<file path="src/rtl/fft_cmul_sequencer_pkg.sv">
// Shared fp16 constants, W8 twiddle table and phase/state encodings for the 8-point FFT
// complex-multiply sequencer and later FFT stages.
package fft_cmul_sequencer_pkg;

    localparam logic [15:0] FP16_ZERO          = 16'h0000;
    localparam logic [15:0] FP16_ONE           = 16'h3c00;
    localparam logic [15:0] FP16_NEG_ONE       = 16'hbc00;
    localparam logic [15:0] FP16_HALFROOT2     = 16'h39a8;
    localparam logic [15:0] FP16_NEG_HALFROOT2 = 16'hb9a8;

    localparam logic [1:0] PH_RR = 2'd0;
    localparam logic [1:0] PH_II = 2'd1;
    localparam logic [1:0] PH_RI = 2'd2;
    localparam logic [1:0] PH_IR = 2'd3;

    typedef enum logic {
        ST_IDLE,
        ST_ISSUE
    } state_t;

    // {wr, wi} of W8^k = exp(-j*pi*k/4)
    function automatic logic [31:0] w8_twiddle(input logic [1:0] k);
        logic [31:0] w;
        case (k)
            2'd0:    w = {FP16_ONE, FP16_ZERO};
            2'd1:    w = {FP16_HALFROOT2, FP16_NEG_HALFROOT2};
            2'd2:    w = {FP16_ZERO, FP16_NEG_ONE};
            default: w = {FP16_NEG_HALFROOT2, FP16_NEG_HALFROOT2};
        endcase
        return w;
    endfunction

endpackage

</file>
<file path="src/rtl/fft_twiddle_rom_w8.sv">
// Combinational W8^k twiddle lookup (k -> fp16 {wr, wi}), shared by the FFT stages.
module fft_twiddle_rom_w8
    import fft_cmul_sequencer_pkg::*;
(
    input  logic [1:0]  i_k,
    output logic [15:0] o_wr,
    output logic [15:0] o_wi
);

    assign {o_wr, o_wi} = w8_twiddle(i_k);

endmodule

</file>
<file path="src/rtl/fft_cmul_sequencer.sv">
// Feeds the four real products of sample*W8^k to an external fp16 multiplier and regathers them
// into one bundle. Define TRIVIAL_TWIDDLE_BYPASS_EN to route k==0 samples around the multiplier.
module fft_cmul_sequencer
    import fft_cmul_sequencer_pkg::*;
#(
    parameter int MULT_LATENCY = 1,
    parameter int TAG_W        = 3
) (
    input  logic             clk,
    input  logic             rst_n,
    input  logic             i_in_valid,
    output logic             o_in_ready,
    input  logic [15:0]      i_in_re,
    input  logic [15:0]      i_in_im,
    input  logic [1:0]       i_in_k,
    input  logic [TAG_W-1:0] i_in_tag,
    output logic [15:0]      o_mul_a,
    output logic [15:0]      o_mul_b,
    input  logic [15:0]      i_mul_result,
    input  logic             i_mul_exc,
    output logic             o_out_valid,
    output logic [15:0]      o_out_p_rr,
    output logic [15:0]      o_out_p_ii,
    output logic [15:0]      o_out_p_ri,
    output logic [15:0]      o_out_p_ir,
    output logic [TAG_W-1:0] o_out_tag,
    output logic             o_out_exc
);

    localparam int LAST = MULT_LATENCY;

    state_t           r_state;
    state_t           w_state_next;
    logic [1:0]       r_phase;
    logic [1:0]       w_phase_next;
    logic             w_accept;
    logic             w_is_bypass;
    logic             w_issue;
    logic [15:0]      r_re;
    logic [15:0]      r_im;
    logic [1:0]       r_k;
    logic [TAG_W-1:0] r_tag;
    logic             r_byp_pend;
    logic [15:0]      w_wr;
    logic [15:0]      w_wi;
    logic [15:0]      w_op_a;
    logic [15:0]      w_op_b;

    // Entry i is aligned with the operands registered i cycles earlier; entry LAST meets mul_result.
    logic             r_pipe_valid  [0:LAST];
    logic [1:0]       r_pipe_phase  [0:LAST];
    logic             r_pipe_bypass [0:LAST];
    logic [TAG_W-1:0] r_pipe_tag    [0:LAST];
    logic [15:0]      r_pipe_re     [0:LAST];
    logic [15:0]      r_pipe_im     [0:LAST];

    logic [15:0]      r_slot_rr;
    logic [15:0]      r_slot_ii;
    logic [15:0]      r_slot_ri;
    logic             r_exc_sticky;

    assign w_accept = i_in_valid && o_in_ready;

`ifdef TRIVIAL_TWIDDLE_BYPASS_EN
    assign w_is_bypass = (i_in_k == 2'd0);
`else
    assign w_is_bypass = 1'b0;
`endif

    fft_twiddle_rom_w8 u_twiddle_rom (
        .i_k  (r_k),
        .o_wr (w_wr),
        .o_wi (w_wi)
    );

    always_ff @(posedge clk or negedge rst_n) begin
        if (!rst_n) begin
            r_state <= ST_IDLE;
            r_phase <= PH_RR;
        end else begin
            r_state <= w_state_next;
            r_phase <= w_phase_next;
        end
    end

    always_comb begin
        w_state_next = r_state;
        w_phase_next = r_phase;
        case (r_state)
            ST_IDLE: begin
                if (w_accept && !w_is_bypass) begin
                    w_state_next = ST_ISSUE;
                    w_phase_next = PH_RR;
                end
            end
            ST_ISSUE: begin
                if (r_phase != PH_IR) begin
                    w_phase_next = r_phase + 2'd1;
                end else if (w_accept && !w_is_bypass) begin
                    w_phase_next = PH_RR;
                end else begin
                    w_state_next = ST_IDLE;
                    w_phase_next = PH_RR;
                end
            end
            default: begin
                w_state_next = ST_IDLE;
                w_phase_next = PH_RR;
            end
        endcase
    end

    // The last issue phase doubles as an accept slot so consecutive samples issue without a gap.
    always_comb begin
        o_in_ready = 1'b0;
        w_issue    = 1'b0;
        case (r_state)
            ST_IDLE:  o_in_ready = 1'b1;
            ST_ISSUE: begin
                w_issue    = 1'b1;
                o_in_ready = (r_phase == PH_IR);
            end
            default: ;
        endcase
    end

    always_comb begin
        w_op_a = r_re;
        w_op_b = w_wr;
        case (r_phase)
            PH_II: begin
                w_op_a = r_im;
                w_op_b = w_wi;
            end
            PH_RI: begin
                w_op_a = r_re;
                w_op_b = w_wi;
            end
            PH_IR: begin
                w_op_a = r_im;
                w_op_b = w_wr;
            end
            default: ;
        endcase
    end

    always_ff @(posedge clk or negedge rst_n) begin
        if (!rst_n) begin
            r_re  <= '0;
            r_im  <= '0;
            r_k   <= '0;
            r_tag <= '0;
        end else if (w_accept) begin
            r_re  <= i_in_re;
            r_im  <= i_in_im;
            r_k   <= i_in_k;
            r_tag <= i_in_tag;
        end
    end

    always_ff @(posedge clk or negedge rst_n) begin
        if (!rst_n) begin
            r_byp_pend <= 1'b0;
            o_mul_a    <= '0;
            o_mul_b    <= '0;
            for (int i = 0; i <= LAST; i++) begin
                r_pipe_valid[i]  <= 1'b0;
                r_pipe_phase[i]  <= PH_RR;
                r_pipe_bypass[i] <= 1'b0;
                r_pipe_tag[i]    <= '0;
                r_pipe_re[i]     <= '0;
                r_pipe_im[i]     <= '0;
            end
        end else begin
            r_byp_pend       <= w_accept && w_is_bypass;
            o_mul_a          <= w_issue ? w_op_a : '0;
            o_mul_b          <= w_issue ? w_op_b : '0;
            r_pipe_valid[0]  <= w_issue || r_byp_pend;
            r_pipe_phase[0]  <= r_phase;
            r_pipe_bypass[0] <= r_byp_pend;
            r_pipe_tag[0]    <= r_tag;
            r_pipe_re[0]     <= r_re;
            r_pipe_im[0]     <= r_im;
            for (int i = 1; i <= LAST; i++) begin
                r_pipe_valid[i]  <= r_pipe_valid[i-1];
                r_pipe_phase[i]  <= r_pipe_phase[i-1];
                r_pipe_bypass[i] <= r_pipe_bypass[i-1];
                r_pipe_tag[i]    <= r_pipe_tag[i-1];
                r_pipe_re[i]     <= r_pipe_re[i-1];
                r_pipe_im[i]     <= r_pipe_im[i-1];
            end
        end
    end

    // The IR product goes straight from mul_result into the bundle, so it never needs a slot.
    always_ff @(posedge clk or negedge rst_n) begin
        if (!rst_n) begin
            r_slot_rr    <= '0;
            r_slot_ii    <= '0;
            r_slot_ri    <= '0;
            r_exc_sticky <= 1'b0;
            o_out_valid  <= 1'b0;
            o_out_p_rr   <= '0;
            o_out_p_ii   <= '0;
            o_out_p_ri   <= '0;
            o_out_p_ir   <= '0;
            o_out_tag    <= '0;
            o_out_exc    <= 1'b0;
        end else begin
            o_out_valid <= 1'b0;
            if (r_pipe_valid[LAST]) begin
                if (r_pipe_bypass[LAST]) begin
                    o_out_valid <= 1'b1;
                    o_out_p_rr  <= r_pipe_re[LAST];
                    o_out_p_ii  <= FP16_ZERO;
                    o_out_p_ri  <= FP16_ZERO;
                    o_out_p_ir  <= r_pipe_im[LAST];
                    o_out_tag   <= r_pipe_tag[LAST];
                    o_out_exc   <= 1'b0;
                end else begin
                    case (r_pipe_phase[LAST])
                        PH_RR: begin
                            r_slot_rr    <= i_mul_result;
                            r_exc_sticky <= i_mul_exc;
                        end
                        PH_II: begin
                            r_slot_ii    <= i_mul_result;
                            r_exc_sticky <= r_exc_sticky | i_mul_exc;
                        end
                        PH_RI: begin
                            r_slot_ri    <= i_mul_result;
                            r_exc_sticky <= r_exc_sticky | i_mul_exc;
                        end
                        default: begin
                            o_out_valid  <= 1'b1;
                            o_out_p_rr   <= r_slot_rr;
                            o_out_p_ii   <= r_slot_ii;
                            o_out_p_ri   <= r_slot_ri;
                            o_out_p_ir   <= i_mul_result;
                            o_out_tag    <= r_pipe_tag[LAST];
                            o_out_exc    <= r_exc_sticky | i_mul_exc;
                            r_exc_sticky <= 1'b0;
                        end
                    endcase
                end
            end
        end
    end

endmodule

</file>
<file path="config.mk">
export PLATFORM = sky130hd
export DESIGN_NAME = fft_cmul_sequencer
export DESIGN_NICKNAME = d
export VERILOG_FILES = /design/src/rtl/fft_cmul_sequencer_pkg.sv /design/src/rtl/fft_twiddle_rom_w8.sv /design/src/rtl/fft_cmul_sequencer.sv
export SDC_FILE = /design/constraint.sdc
export NUM_CORES = 1
export LEC_CHECK = 0
export CAP_MARGIN = 40
export CORE_ASPECT_RATIO = 1.75
export CORE_MARGIN = 2
export CORE_UTILIZATION = 51
export CTS_CLUSTER_SIZE = 25
export DETAILED_ROUTE_END_ITERATION = 8
export GPL_ROUTABILITY_DRIVEN = 0
export PLACE_DENSITY_LB_ADDON = 0.25
export SYNTH_ARGS = -nofsm -noshare
export SYNTH_HDL_FRONTEND = slang
export SYNTH_SLANG_ARGS = --single-unit
</file>
<file path="constraint.sdc">
create_clock -name clk -period 2.3 [get_ports clk]
set_input_delay 0.345 -clock clk [delete_from_list [all_inputs] [get_ports clk]]
set_output_delay 0.345 -clock clk [all_outputs]
set_load 0.02 [all_outputs]
</file>
==> results.toml, run 1 <==
[worst_hold_path]
min_to = "r_pipe_phase[0]"
worstHoldStart = "r_pipe_phase[2]"
holdPathStages = 0
hold_path_class = "flip-flop to flip-flop"

[worst_setup_path]
worstSetupStartpointType = "flip-flop"
r2r-end = "r_tag[2]"
cp-end-kind = "output pin"
worstPathArrival_ns = 1.81
regToRegStartpoint = "r_phase[0]"
path_max_fanout = 6
path_class = "flip-flop to output pin"
required_ns = 1.96
r2r_slack_ns = 0.54
worstRegToRegCells = 5

[power]
cellPowerDensity_mw_per_mm2 = 1600
peakVddDrop_mv = 0.814
p_leak_nw = 4.27
finalPower_mw = 15.5

[route]
final_antenna_net_count = 0
wl_met1_um = 5690
wl_per_cell_um = 17.2
met3WireLength_um = 852
num_vias = 4086
routed_via_density = 5.04
wl_met2_um = 7260
dr.pass1.iters = 4
first_iter_violations = 98
drt_wl_total_um = 14000
post-route-drc-count = 0
top_layer_used = "met4"

[synthesis]
synth-xor-area-share_pct = 0.116
synth_compound_area_share_pct = 1.79
synth_most_common_cell = "dfrtp_1"
syn_area_sq_mm = 0.00753
synth_top_area_share_pct = 63.1
synth_ff_type = "dfrtp_1"
synthAdderAreaFrac_pct = 1.33
postSynthAreaPerCell_sq_um = 16.2
synth_top_family_by_area = "multiplexers"
synth_async_sr_flop_share_pct = 100
synth.area.top_cells = "dfrtp_1, mux2_4, mux2_2"
synthMuxAreaShare_pct = 26.1
yosys.area.top_type = "dfrtp_1"
synth_top_cells_by_count = "dfrtp_1, mux2_2, mux2_4, nand2_1, a21oi_1"
synth_cell_types = 25
syn_inst = 465
synth_seq_cells = 190
yosysWarnings = 0
seq_area_frac_synth_pct = 63.1
yosys.area_share.simple_pct = 2.84
synth_edf_count = 0

[global_routing]
grt_max_degree = 60
antenna_found_initial = 0
track_usage_pct = 18.9
grt.overflow.total = 0
grt_pass1_wl_um = 22700
grt_pass1_vias = 4419

[sta]
fin_setup_tns_ns = 0
period_minus_slack_ns = 2.16
setup_viol = 0
whs_ns = 0.352
drv_slew = 0
finalHoldViolCount = 0
worstMarginPinSlew_ns = 0.761
slew_headroom_pct = 49.2
grt_setup_unrepaired = "no"
fin_skew_ns = 0.00992
max_freq_mhz = 463
fin_crit_sh_pct = 93.9

[floorplan]
num_rows = 58
dieArea_sq_mm = 0.0158
top_level_ports = 159
die_y_um = 165
start_util_pct = 52.2
fp.coreArea_sq_mm = 0.0144
die-width_um = 95.9

[clock_tree]
worstSkewPairLatency_ns = 0.42
cts_inserted_buffers = 17
tritoncts = "built"
cts.sinks = 190
clk_pin_slew_ns = 0.07
cts_max_level = 4
cts_resized = 0
cts_root_buffer = "clkbuf_16"
post_cts_buffers = 0
clock_path_buffers = 2
cts_hold_buffers = 1

[layout]
area_growth_pct = 28.2
design_area_sq_mm = 0.00966
antenna_cells = 0
nNetsFinal = 682
drive_gt1_share_pct = 31.4

[job]
cap_violations = 0

[place]
placed_area_sq_mm = 0.00906
place_hpwl_um = 9490
numPortBuffers = 151

[outcome]
outcome = "finished, final reports clean"
## metal layers
metal	up-vias	global-route usage (%)
li1	1869	-
met1	2083	23.0
met2	121	32.0
met3	13	6.16
met4	0	5.65
met5	-	0
## state kept, by name, summed over array words and instances, names as in the netlist, 2 cells and up
signal / flops
r_pipe_valid: 2
r_im: 16
o_out_tag: 3
r_pipe_tag: 6
r_slot_rr: 16
o_out_p_rr: 16
o_mul_a: 16
r_k: 2
r_phase: 2
r_tag: 3
o_out_p_ri: 16
o_mul_b: 4
r_slot_ii: 16
o_out_p_ir: 16
r_re: 16
r_pipe_phase: 4
r_slot_ri: 16
o_out_p_ii: 16
## worst max-delay path by stage
stage,from,to,slack (ns)
2_1_floorplan,r_phase[0],r_im[15],0.63
3_3_place_gp,r_phase[0],r_tag[2],0.60
3_5_place_dp,r_phase[0],r_im[9],0.55
4_1_cts,r_phase[0],o_in_ready,0.13
5_1_grt,r_phase[0],o_in_ready,0.07
6_report,r_phase[0],o_in_ready,0.14
## area by class of cell
class | instances | area, sq um
timing repair buffer | 160 | 1620
inverter | 5 | 18.8
clock buffer | 19 | 443
tap | 180 | 225
sequential | 190 | 4750
clock inverter | 13 | 145
fill | 1065 | 4780
multi-input combinational | 243 | 2450
## placed cells by master (no fill, tap or decap), types with 3 or more instances in the layout
cell type / instances
nand2_1: 36
inv_8: 4
ha_1: 8
conb_1: 7
a21oi_1: 19
clkinv_4: 6
nor2_1: 6
buf_12: 3
inv_1: 5
clkbuf_16: 17
dfrtp_1: 190
mux2_2: 85
mux2_4: 67
clkdlybuf4s50_1: 150
nand2_2: 3
buf_4: 5
## per-stage QoR
stage / util, % / instances / setup WS (ns)
2_1_floorplan: - / 471 / 0.631
3_3_place_gp: 62.7 / 777 / 0.600
3_5_place_dp: 62.7 / 777 / 0.546
4_1_cts: 66.9 / 810 / 0.131
5_1_grt: 66.9 / 810 / 0.0653
6_report: 66.9 / 810 / 0.141
## report_power, final
| part | internal, mW | switching [mW] |
|---|---|---|
| Clock | 1.57 | 1.32 |
| Combinational | 3.73 | 2.85 |
| Sequential | 5.06 | 0.926 |
## worst max-delay path, stage by stage (launching register included)
cell and delay (ns):
dfrtp_1 0.44, ha_1 0.22, nand2b_2 0.19, clkdlybuf4s50_1 0.54
## logic make-up (layout without fill, tap and decap cells)
kind of cell               Yosys count  after routing
DFF                                190            190
muxes                              152            152
and+or+nand+nor                     50             50
buffers and inverters               38            197
AOI/OAI and AO/OA                   25             25
adders and majority gates            8              8
other                                1              7
xor gates and xnor gates             1              1
Power figures use the tool's default switching activity.
==> inputs of run 2 (changes only) <==
--- a/config.mk
+++ b/config.mk
@@ -12,6 +12,7 @@
 export CTS_CLUSTER_SIZE = 25
 export DETAILED_ROUTE_END_ITERATION = 8
 export GPL_ROUTABILITY_DRIVEN = 0
+export GPL_TIMING_DRIVEN = 0
 export PLACE_DENSITY_LB_ADDON = 0.25
 export SYNTH_ARGS = -nofsm -noshare
 export SYNTH_HDL_FRONTEND = slang
==> run 2 against run 1 <==
Net effect: critical endpoint unchanged; core utilization rose by 1.8 points; clock skew rose by 0.0034 ns; combinational power rose by 6.1%; routed wire length rose by 8.6%; largest power group unchanged.
==> results.toml, run 2 (synthesis results as in run 1) <==
[route]
num_vias = 4269
routed_via_density = 5.11
first_iter_violations = 133
wl_per_cell_um = 18.1
drt_wl_total_um = 15200
dr.pass1.iters = 4
final_antenna_net_count = 0
post-route-drc-count = 0

[clock_tree]
clock_path_buffers = 2
cts_resized = 0
worstSkewPairLatency_ns = 0.41
clk_pin_slew_ns = 0.07
cts.sinks = 190
cts_root_buffer = "clkbuf_16"
cts_inserted_buffers = 17
cts_max_level = 4
tritoncts = "built"

[floorplan]
start_util_pct = 52.2
top_level_ports = 159
dieArea_sq_mm = 0.0158
die-width_um = 95.9
fp.coreArea_sq_mm = 0.0144
die_y_um = 165
num_rows = 58

[worst_setup_path]
path_class = "flip-flop to output pin"
cp-end-kind = "output pin"
path_cells = "ha_1 -> nand2b_2 -> clkdlybuf4s50_1"
required_ns = 1.96
regToRegStartpoint = "r_phase[0]"
crit_family = "buffers and inverters"
r2r_slack_ns = 0.53
worstSetupStartpointType = "flip-flop"
path_max_fanout = 6
crit_path_start = "r_phase[0]"
worstPathArrival_ns = 1.83
max_stage_delay_ns = 0.56
slowest_stage = "clkdlybuf4s50_1"
critical_path_buf_inv_count = 1

[place]
placed_area_sq_mm = 0.00933
numPortBuffers = 151
place_hpwl_um = 11000

[worst_hold_path]
worstHoldStart = "r_pipe_valid[1]"
hold_path_class = "flip-flop to flip-flop"

[layout]
nNetsFinal = 708
multi_input_area_sq_mm = 0.00245
antenna_cells = 0
final_util_pct = 68.6
fillers = 1040
final_common_cell = "dfrtp_1"
design_area_sq_mm = 0.00991
area_growth_pct = 31.6
drive_gt1_share_pct = 33.8
ff_latch_area_sq_mm = 0.00475
mostFrequentLayoutCells = "dfrtp_1, clkdlybuf4s50_1, mux2_2, mux2_4, nand2_1"

[sta]
setup_viol = 0
fin_crit_sh_pct = 94.5
slew_headroom_pct = 50.5
grt_setup_unrepaired = "no"
fin_skew_ns = 0.0133
period_minus_slack_ns = 2.17
worstMarginPinSlew_ns = 0.743
max_freq_mhz = 460
drv_slew = 0
finalHoldViolCount = 0

[power]
p_sw_mw = 5.27
intPower_mw = 10.5
peakVddDrop_mv = 0.770
pwr-share-seq_pct = 38.0
comb_power_share_pct = 44.2
p_clk_share_pct = 17.8
swShare_pct = 33.3
cellPowerDensity_mw_per_mm2 = 1590
p_leak_nw = 4.40

[job]
cap_violations = 0

[global_routing]
grt_max_degree = 103
antenna_found_initial = 0
grt.overflow.total = 0
track_usage_pct = 20.4
grt_pass1_wl_um = 24200
grt_pass1_vias = 4774

[outcome]
outcome = "finished, final reports clean"
==> run 2: worst register-to-register path, delay by kind of cell, from the launching register on <==
| kind | cells | cell delay (ns) |
|---|---|---|
| multiplexers | 1 | 0.35 |
| flip-flops | 1 | 0.45 |
| adder cells (fa/ha/maj) | 1 | 0.22 |
| buffers and inverters | 2 | 0.34 |
| AND/OR/NAND/NOR | 2 | 0.29 |
==> run 2: power groups by stage <==
stage	clock, mW	sequential (mW)	combinational, mW
floorplan	0	6.76	3.57
global placement	0	5.97	6.83
detailed placement	0	6.07	7.06
CTS	2.89	6.02	7.10
global route	3.03	6.19	7.47
finish	2.81	6.00	6.98
==> run 2: metrics by stage <==
stage | power (mW) | TNS (ns) | setup slack, ns | hold WS (ns) | std cells
after floorplan | 10.3 | 0 | 0.631 | 0.0494 | 471
after global placement | 12.8 | -1214.56 | -6.41 | 0.332 | 802
after detailed placement | 13.1 | 0 | 0.499 | 0.336 | 803
after CTS | 16.0 | 0 | 0.0935 | 0.350 | 836
after global routing | 16.7 | 0 | 0.0387 | 0.359 | 836
final | 15.8 | 0 | 0.127 | 0.347 | 836
==> run 2: path summary, 6_finish.rpt <==
check | to | cells after the start
worst max-delay path | o_in_ready | 3
worst min-delay path | r_pipe_valid[0] | 0
worst max register to register | r_re[14] | 6
worst min register to register | r_pipe_valid[0] | 0
max in group asynchronous | r_slot_rr[4] | 3
min in group asynchronous | o_out_p_rr[11] | 2
==> run 2: cell type report <==
cell class	count	share of cell area (%)
multi-input combinational	243	24.7
timing repair buffer	153	15.7
tap	180	2.27
sequential	190	48.0
clock inverter	13	1.24
buffer	33	3.40
inverter	5	0.189
clock buffer	19	4.57
==> run 2: metal layers <==
layer  track usage (%)  vias to the layer above  wire length (um)
met5                 0                        -                 0
met4              5.65                        0               148
met3              5.89                       12               821
met2              37.9                      120              8670
met1              22.1                     2217              5510
li1                  -                     1920                 -
==> run 2: repair_timing <==
action | 4_1_cts | 5_1_grt
buffers inserted | 0 | 0
hold endpoints to repair | 26 | 0
hold buffers | 1 | 0
==> inputs of run 3 (changes only) <==
--- a/config.mk
+++ b/config.mk
@@ -5,7 +5,7 @@
 export SDC_FILE = /design/constraint.sdc
 export NUM_CORES = 1
 export LEC_CHECK = 0
-export CAP_MARGIN = 40
+export CAP_MARGIN = 20
 export CORE_ASPECT_RATIO = 1.75
 export CORE_MARGIN = 2
 export CORE_UTILIZATION = 51
==> results of run 3 <==
No change in the layout: final DEF, timing and power equal those of run 2.
